File: config.mk
export PLATFORM = sky130hd
export DESIGN_NAME = buzzer_arbiter
export DESIGN_NICKNAME = d
export VERILOG_FILES = /design/src/rtl/buzzer_pkg.sv /design/src/rtl/buzzer_arbiter_sensor_debounce.sv /design/src/rtl/buzzer_arbiter.sv
export SDC_FILE = /design/constraint.sdc
export NUM_CORES = 1
export LEC_CHECK = 0
export ABC_AREA = 1
export CAP_MARGIN = 20
export CORE_ASPECT_RATIO = 2
export CORE_MARGIN = 3
export CORE_UTILIZATION = 40
export DETAILED_ROUTE_END_ITERATION = 8
export PLACE_DENSITY = 0.56
export SYNTH_ARGS = -nofsm -noshare
export SYNTH_HDL_FRONTEND = slang
export SYNTH_HIERARCHICAL = 1
export SYNTH_SLANG_ARGS = --single-unit
File: constraint.sdc
create_clock -name clk -period 4.4 [get_ports clk]
set_input_delay 0.88 -clock clk [delete_from_list [all_inputs] [get_ports clk]]
set_output_delay 0.88 -clock clk [all_outputs]
set_load 0.01 [all_outputs]
File: src/rtl/buzzer_pkg.sv
// Shared types and constants for the three-channel buzzer arbiter.
// Channel indices are also the bit positions in grant/pending.
package buzzer_pkg;

    typedef enum logic [1:0] {
        ST_IDLE = 2'd0,
        ST_ON   = 2'd1,
        ST_OFF  = 2'd2,
        ST_GAP  = 2'd3
    } state_t;

    localparam int NUM_CH = 3;
    localparam logic [1:0] CH1 = 2'd0;
    localparam logic [1:0] CH2 = 2'd1;
    localparam logic [1:0] CH3 = 2'd2;

    localparam int DEF_DEBOUNCE  = 4;
    localparam int DEF_BEEP_ON   = 5;
    localparam int DEF_BEEP_OFF  = 5;
    localparam int DEF_MIN_GRANT = 20;

    function automatic logic [1:0] next_ch(input logic [1:0] idx);
        return (idx == CH3) ? CH1 : idx + 2'd1;
    endfunction

    // First requesting channel at or after ptr, wrapping 1->2->3->1.
    function automatic logic [1:0] rr_pick(input logic [NUM_CH-1:0] req, input logic [1:0] ptr);
        logic [1:0] sel;
        int         c;
        sel = ptr;
        for (int i = NUM_CH - 1; i >= 0; i--) begin
            c = (int'(ptr) + i) % NUM_CH;
            if (req[c]) sel = 2'(c);
        end
        return sel;
    endfunction

    function automatic logic [NUM_CH-1:0] ch_onehot(input logic [1:0] idx);
        logic [NUM_CH-1:0] oh;
        oh = '0;
        oh[idx] = 1'b1;
        return oh;
    endfunction

    function automatic logic [1:0] oh_to_idx(input logic [NUM_CH-1:0] oh);
        if (oh[CH2]) return CH2;
        if (oh[CH3]) return CH3;
        return CH1;
    endfunction

endpackage

File: src/rtl/buzzer_arbiter_sensor_debounce.sv
// Two-flop synchroniser followed by a symmetric debounce on one raw sensor line.
// The level flips only after DEBOUNCE_CYCLES consecutive disagreeing samples.
module sensor_debounce #(
    parameter int DEBOUNCE_CYCLES = 4
) (
    input  logic clk,
    input  logic reset,
    input  logic raw,
    output logic level
);
    localparam int CNT_W = (DEBOUNCE_CYCLES < 2) ? 1 : $clog2(DEBOUNCE_CYCLES + 1);

    logic             r_meta;
    logic             r_sync;
    logic             r_level;
    logic [CNT_W-1:0] r_cnt;

    always_ff @(posedge clk) begin
        if (reset) begin
            r_meta  <= 1'b0;
            r_sync  <= 1'b0;
            r_level <= 1'b0;
            r_cnt   <= '0;
        end else begin
            r_meta <= raw;
            r_sync <= r_meta;
            if (r_sync != r_level) begin
                if (r_cnt == CNT_W'(DEBOUNCE_CYCLES - 1)) begin
                    r_level <= r_sync;
                    r_cnt   <= '0;
                end else begin
                    r_cnt <= r_cnt + CNT_W'(1);
                end
            end else begin
                r_cnt <= '0;
            end
        end
    end

    assign level = r_level;

endmodule

File: src/rtl/buzzer_arbiter.sv
// Round-robin sharing of one alarm buzzer driver among three debounced sensors.
// Grants only change at the end of an OFF phase, so every beep completes.
module buzzer_arbiter
    import buzzer_pkg::*;
#(
    parameter int DEBOUNCE_CYCLES = DEF_DEBOUNCE,
    parameter int BEEP_ON         = DEF_BEEP_ON,
    parameter int BEEP_OFF        = DEF_BEEP_OFF,
    parameter int MIN_GRANT       = DEF_MIN_GRANT
) (
    input  logic              clk,
    input  logic              reset,
    input  logic              enable,
    input  logic              sensor1,
    input  logic              sensor2,
    input  logic              sensor3,
    output logic              buzzer1,
    output logic              buzzer2,
    output logic              buzzer3,
    output logic [NUM_CH-1:0] grant,
    output logic              alarm_active,
    output logic [NUM_CH-1:0] pending
);
    localparam int PH_MAX = (BEEP_ON > BEEP_OFF) ? BEEP_ON : BEEP_OFF;
    localparam int PH_W   = $clog2(PH_MAX + 1);
    localparam int TMR_W  = $clog2(MIN_GRANT + 1);

    state_t            r_state;
    state_t            w_next;
    logic [NUM_CH-1:0] r_grant;
    logic [1:0]        r_rr;
    logic [PH_W-1:0]   r_phase;
    logic [TMR_W-1:0]  r_timer;
    logic [NUM_CH-1:0] w_pending;
    logic [NUM_CH-1:0] w_buzz;
    logic [1:0]        w_pick;
    logic              w_own;
    logic              w_others;
    logic              w_last_on;
    logic              w_last_off;

    sensor_debounce #(.DEBOUNCE_CYCLES(DEBOUNCE_CYCLES)) u_deb1 (
        .clk(clk), .reset(reset), .raw(sensor1), .level(w_pending[CH1]));
    sensor_debounce #(.DEBOUNCE_CYCLES(DEBOUNCE_CYCLES)) u_deb2 (
        .clk(clk), .reset(reset), .raw(sensor2), .level(w_pending[CH2]));
    sensor_debounce #(.DEBOUNCE_CYCLES(DEBOUNCE_CYCLES)) u_deb3 (
        .clk(clk), .reset(reset), .raw(sensor3), .level(w_pending[CH3]));

    assign w_pick     = rr_pick(w_pending, r_rr);
    assign w_own      = |(w_pending & r_grant);
    assign w_others   = |(w_pending & ~r_grant);
    assign w_last_on  = (r_phase == PH_W'(BEEP_ON - 1));
    assign w_last_off = (r_phase == PH_W'(BEEP_OFF - 1));

    always_ff @(posedge clk) begin
        if (reset) r_state <= ST_IDLE;
        else       r_state <= w_next;
    end

    always_comb begin
        w_next = r_state;
        if (!enable) begin
            w_next = ST_IDLE;
        end else begin
            case (r_state)
                ST_IDLE: if (|w_pending) w_next = ST_ON;
                ST_ON:   if (w_last_on) w_next = ST_OFF;
                ST_OFF: begin
                    if (w_last_off) begin
                        if (!w_own)                                          w_next = ST_GAP;
                        else if (r_timer >= TMR_W'(MIN_GRANT) && w_others)   w_next = ST_GAP;
                        else                                                 w_next = ST_ON;
                    end
                end
                default: w_next = ST_IDLE;
            endcase
        end
    end

    // r_timer counts grant cycles including the current one, so the decision
    // on the last OFF cycle of the second beep sees exactly MIN_GRANT.
    always_ff @(posedge clk) begin
        if (reset) begin
            r_grant <= '0;
            r_rr    <= CH1;
            r_phase <= '0;
            r_timer <= '0;
        end else if (!enable) begin
            r_grant <= '0;
            r_phase <= '0;
            r_timer <= '0;
        end else begin
            case (r_state)
                ST_IDLE: begin
                    if (|w_pending) begin
                        r_grant <= ch_onehot(w_pick);
                        r_phase <= '0;
                        r_timer <= TMR_W'(1);
                    end
                end
                ST_ON, ST_OFF: begin
                    if (r_timer < TMR_W'(MIN_GRANT)) r_timer <= r_timer + TMR_W'(1);
                    r_phase <= (w_next != r_state) ? '0 : r_phase + PH_W'(1);
                    if (w_next == ST_GAP) begin
                        r_grant <= '0;
                        r_rr    <= next_ch(oh_to_idx(r_grant));
                    end
                end
                default: begin
                    r_phase <= '0;
                    r_timer <= '0;
                end
            endcase
        end
    end

    always_comb begin
        w_buzz = '0;
        if (r_state == ST_ON) w_buzz = r_grant;
    end

    assign buzzer1      = w_buzz[CH1];
    assign buzzer2      = w_buzz[CH2];
    assign buzzer3      = w_buzz[CH3];
    assign grant        = r_grant;
    assign alarm_active = |r_grant;
    assign pending      = w_pending;

endmodule

== After elaboration in Yosys (flattened, before gate mapping) ==
Cells that the tools add are included.

* Register bits after elaboration: 33
* Input port bits: 6
* Output and inout bits: 10
* Word-level logic and storage cells: 127

* Add/subtract/negate cells: 8
* Div/mod/pow operators: 3
* Magnitude comparators: 7
* Eq/ne operators: 15
* Muxes and demuxes: 51
* Bitwise operators: 7
* Reductions and logical operators: 19

{| class="wikitable"
|+ Operator list
! cell !! number
|-
| 32-bit by 4-bit < comparator with 1-bit output (second input constant) || 3
|-
| 32-bit by 3-bit modulo with 32-bit output (second input constant) || 2
|-
| 2-bit two-way mux || 18
|-
| 3-bit by 3-bit modulo with 32-bit output (second input constant) || 1
|-
| 3-bit OR reduction || 7
|-
| 1-bit two-way mux || 18
|-
| 3-bit two-way mux || 5
|-
| 3-bit by 1-bit adder with 3-bit output (second input constant) || 4
|-
| 3-bit case mux with 2 select lines || 2
|-
| 5-bit two-way mux || 2
|-
| 5-bit case mux with 2 select lines || 1
|-
| 3-bit by 2-bit == test with 1-bit output (second input constant) || 3
|-
| 2-bit AND reduction || 4
|-
| 3-bit bitwise AND || 2
|-
| 1-bit binary-select mux with 2-bit select || 3
|-
| 2-bit == test (second input constant) || 3
|-
| 2-bit inequality test (second input constant) || 3
|-
| 2-bit case mux with 3 select lines || 1
|-
| 3-bit AND reduction || 2
|-
| 5-bit by 1-bit adder with 5-bit output (second input constant) || 1
|-
| 5-bit greater-or-equal comparator (second input constant) || 1
|-
| 5-bit < comparator (second input constant) || 1
|-
| 1-bit NOT || 4
|-
| 2-bit OR reduction || 2
|-
| other kinds (14) || 17
|}

== Logic depth before layout (Yosys ltp) ==
* Word-level depth: 27
* Mapped depth: 15
* Mapped depth without buffers: 15

== By module ==
Netlist, hierarchy kept.

{| class="wikitable"
|+ Modules (own cells, without submodules)
! module !! times used !! cells an instance !! area an instance (sq um) !! sequential area each (sq um)
|-
| buzzer_arbiter || 1 || 191 || 1183.6 || 300.3
|-
| sensor_debounce || 3 || 27 || 226.5 || 120.1
|}

== Least setup slack after synthesis ==
Ideal clock, no wire load.

* Kind: in2reg
* From: input port enable
* To: register r_grant[0], in the netlist grant[0]
* Library setup time: 113 ps
* Arrival time: 1642 ps
* Required time: 4287 ps
* Slack: 2646 ps
* Stages on the path: 9
* Buffers on the path: 0
* Cells stage by stage: inv_1 nor2_1 nand2_1 nor2_2 nand3_4 nand2_4 nand2_4 nor2_1 nor2_1

* Cells in the longest elaborated chain, start to end: 4
* Elaborated cells between the ends (all ways): 6
* Classes of those cells: eq/ne: 2; mux: 1; bitwise: 1; reduce/logical: 2

{| class="wikitable"
|+ Ends and longest elaborated chain
! element !! line !! RTL
|-
| start: declaration || buzzer_arbiter.sv:13 || <nowiki>input logic enable,</nowiki>
|-
| 2-bit two-way mux || buzzer_arbiter.sv:62 || <nowiki>if (!enable) begin</nowiki>
|-
| 2-bit == test || buzzer_arbiter.sv:104 || <nowiki>if (w_next == ST_GAP) begin</nowiki>
|-
| 2-bit inequality test (no line) || n/a ||
|-
| 3-bit AND reduction (no line) || n/a ||
|-
| end signal: assignment || buzzer_arbiter.sv:96 || <nowiki>r_grant <= ch_onehot(w_pick);</nowiki>
|-
| end: declaration || buzzer_arbiter.sv:30 || <nowiki>logic [NUM_CH-1:0] r_grant;</nowiki>
|}

Parallel ways exist; a longest one is shown, timed or not.
A chain may end at the register's enable or synchronous reset.

== Worst setup path after layout ==
* From: register r_state[1]
* To: output port buzzer1

* Cells in the longest elaborated chain, start to end: 2

{| class="wikitable"
|+ Ends and longest elaborated chain
! element !! line !! RTL
|-
| start: declaration || buzzer_arbiter.sv:28 || <nowiki>state_t r_state;</nowiki>
|-
| start signal: assignment || buzzer_arbiter.sv:57 || <nowiki>else r_state <= w_next;</nowiki>
|-
| 2-bit by 1-bit == test with 1-bit output || buzzer_arbiter.sv:119 || <nowiki>if (r_state == ST_ON) w_buzz = r_grant;</nowiki>
|-
| 3-bit two-way mux || buzzer_arbiter.sv:119 ||
|-
| end: declaration || buzzer_arbiter.sv:17 || <nowiki>output logic buzzer1,</nowiki>
|}

Every way passes these cells.

==> impl_metrics.toml <==
[outcome]
outcome = "completed"

[placed_design]
routabilityCongestion = 0.780
post-place-cells = 341
io_buffers = 15
dp.final_hpwl_um = 2940

[worst_setup_path]
timing.critical_path.fanout_max = 6
worst_path_most_repeated_cell = "inv_1"
setup.worst_path.start_class = "register"
critPathSlowestCell = "clkdlybuf4s50_1"
cp.arrival_ns = 1.69
end_kind = "primary output"
path_class = "reg2out"
register_to_register_path_setup_slack_ns = 2.55
cp_top_family = "buffers and inverters"
cp_slowest_stage_delay_ns = 0.47
worst_path_required_time_ns = 3.52
crit_chain = "inv_1 -> ha_1 -> nand2_1 -> inv_1 -> clkdlybuf4s50_1"
worstReg2RegStart = "r_state[1]$_SDFF_PP0_"
cp_buf_inv_count = 3
worst-r2r-cell-count = 10
worst_flop_to_flop_path_endpoint = "r_timer[3]$_SDFFE_PP0P_"

[clock_network]
clkLatencyLatePin_ns = 0.28
cts.sinks = 33
cts_max_level = 2
cts_hold_buffers = 0
clock_tree.buffer_depth = 2
root_buffer_selected_by_cts = "clkbuf_8"
cts_setup_buffers = 0
cts-buffers-inserted = 5
clk_pin_slew_ns = 0.07
tritoncts = "done"
cts_repair_resize_count = 0

[synthesis]
synth-compound-area-share = 0.0537
combinational_family_with_the_most_area_after_synthesis = "simple AND/OR/NAND/NOR gates"
synth_sequential_area_ratio = 0.355
synth_cells = 272
multiplexer_fraction_of_the_synthesized_cell_area = 0
synth_top_flop_cell = "dfxtp_1"
async_set_reset_flop_share_out_of_synthesis = 0
xor_and_xnor_area_share_after_synthesis = 0.00940
synth_simple_gate_area_frac = 0.358
synth_warnings = 6
synth_area_sq_um = 1860
net_count_of_the_mapped_netlist = 294
synth_enable_flop_cells = 0
count_of_different_cell_masters_after_synthesis = 24
synthesized_area_per_cell_sq_um = 6.85
synth-seq-cells = 33
synthAdderAreaFrac = 0.107

[drt]
route.final.wire_length_um = 3640
via_per_inst = 4.57
route.detailed.wl_per_inst_um = 10.5
drt_first_iter_violations = 18
num_vias = 1592
drt-pass1-iter-count = 4
post_drt_antenna_nets = 0
drc_errors = 0

[hold_path]
whs_path_depth = 2
min-delay-path-class = "reg2reg"
timing.hold.worst.start = "u_deb1/r_meta$_SDFF_PP0_"
hold_end = "u_deb1/r_sync$_SDFF_PP0_"

[sta]
fin_hold_ws_ns = 0.406
worst_pin_slew_ns = 0.626
rsz_0062_raised_after_global_routing = "no"
achievable_frequency_ghz = 0.389
min_period_over_period = 0.584
final-max-slew-violation-count = 0
worst_clock_skew_ns = 0.00579
post-route-min-period_ns = 2.57
timing_hold_violations_final = 0
finalSetupViolations = 0
setup-tns-final_ns = 0
rel_slew_slack = 0.581

[layout]
fraction_of_final_layout_cells_with_drive_strength_greater_than_1 = 0.0850
final_cells = 348
insertedDiodeCount = 0
nNetsFinal = 316
nFillCells = 469
total_area_of_multi_input_combinational_cells_sq_um = 985
area.sequential_sq_um = 661
area_growth_syn_to_layout_pct = 16.5

[floorplan]
fp.dieW_um = 54.3
core_region_area_sq_um = 4420
initial_core_util = 0.421
chipHeight_um = 103
fp.dieArea_sq_um = 5560
row_count = 34
pin_count = 16

[global_route]
grt_pass1_vias = 1543
groute.usage.overall = 0.163
initial_antenna_violation_count = 0
grt_busiest_layer = "met2"
grt_max_degree = 18
grt_util_met2 = 0.289
gr-total-overflow = 0
grt_first_pass_wirelength_um = 6640
global_route.usage.met3 = 0.0304
grtUsageMet1 = 0.170

[power]
post-layout-total-power_uw = 549
leakagePower_uw = 0.00101
ir_drop_mv = 0.178
cellPowerDensity_nw_per_um2 = 253

[job]
drv.max_cap_violation_count = 0
==> flip-flops by register name, summed over array words and instances, names as in the netlist <==
name / flops
grant: 3
r_phase: 3
r_rr: 2
r_state: 2
r_timer: 5
u_deb1/level: 1
u_deb1/r_cnt: 3
u_deb1/r_meta: 1
u_deb1/r_sync: 1
u_deb2/level: 1
u_deb2/r_cnt: 3
u_deb2/r_meta: 1
u_deb2/r_sync: 1
u_deb3/level: 1
u_deb3/r_cnt: 3
u_deb3/r_meta: 1
u_deb3/r_sync: 1
==> routing by layer <==
layer  wire length, um  part of all wire
met2              2010              0.55
met5                 0                 0
met3                84             0.023
met4               129             0.035
met1              1410              0.39
==> worst register-to-register path, delay by kind of cell, from the launching register on <==
kind                       cells  cell delay [ns]
xor gates and xnor gates       1             0.15
and+or+nand+nor                4             0.39
adders and majority gates      1             0.23
buffers and inverters          4             0.53
DFF                            1             0.44
==> through the flow <==
stage          utilization  setup WS, ns  instance area, sq um
2_1_floorplan            -          2.65                  1860
3_3_place_gp         0.470          1.72                  2080
3_5_place_dp         0.470          1.68                  2080
4_1_cts              0.491          1.78                  2170
5_1_grt              0.491          1.71                  2170
6_report             0.491          1.83                  2170
==> cell usage after synthesis (2+ instances only) <==
cell type / n / share of area
nand2_1: 62 / 0.12
inv_1: 56 / 0.11
o21ai_0: 3 / 0.0081
nand2_4: 3 / 0.018
ha_1: 16 / 0.11
nand2_2: 3 / 0.010
nand4_1: 6 / 0.020
nand3_1: 12 / 0.032
a21oi_1: 10 / 0.027
a211oi_1: 2 / 0.0081
inv_2: 2 / 0.0040
dfxtp_1: 33 / 0.35
nor2_2: 5 / 0.017
nor2_1: 43 / 0.087
nand3_2: 3 / 0.016
nor3_1: 5 / 0.013
==> layout by cell type (no fill, tap or decap) <==
master,instances
dfxtp_1,33
o21ai_1,1
nor2_1,43
a211oi_1,2
o211ai_1,1
xnor2_1,1
nand3_4,1
nor3_1,5
nor3b_1,1
nand4_1,6
nand3_1,12
nand2_4,3
nand2_1,62
nor2_4,1
clkinvlp_4,1
o21ai_0,3
o21a_1,1
inv_1,56
clkbuf_8,6
xor2_1,1
clkdlybuf4s50_1,15
nand3_2,3
a21oi_1,10
nor2_2,5
nand2_2,3
ha_1,16
inv_2,2
==> logic make-up (layout without fill, tap and decap cells) <==
kind of cell / Yosys count / in the layout
buf+inv: 58 / 80
fa+ha+maj: 16 / 16
simple gates: 145 / 145
flops: 33 / 33
compound gates: 18 / 18
xor+xnor: 2 / 2
==> power by group <==
group	leakage, uW	switching (uW)	internal (uW)
registers	0.000267	1.59	302
logic	0.000701	9.28	7.15
clock network	0.0000433	106	124
total	0.00101	117	433
==> area by class of cell <==
type / count / share of cell area
multi-input cells: 181 / 0.454
flip-flops and latches: 33 / 0.304
inverters: 58 / 0.100
repair buffers: 15 / 0.0692
clock buffers: 6 / 0.0380
well taps: 54 / 0.0311
clock inverters: 1 / 0.00346
==> how the worst max path moves through the flow <==
stage,cells past startpoint,start,slack [ns],to
floorplan,9,enable,2.65,grant[0]$_SDFFE_PP0P_
global placement,4,reset,1.72,r_timer[2]$_SDFFE_PP0P_
detailed placement,4,reset,1.68,r_timer[2]$_SDFFE_PP0P_
CTS,5,r_state[1]$_SDFF_PP0_,1.78,buzzer1
global route,5,r_state[1]$_SDFF_PP0_,1.71,buzzer1
finish,5,r_state[1]$_SDFF_PP0_,1.83,buzzer1
Note: power is estimated with default switching activity, not from simulation.
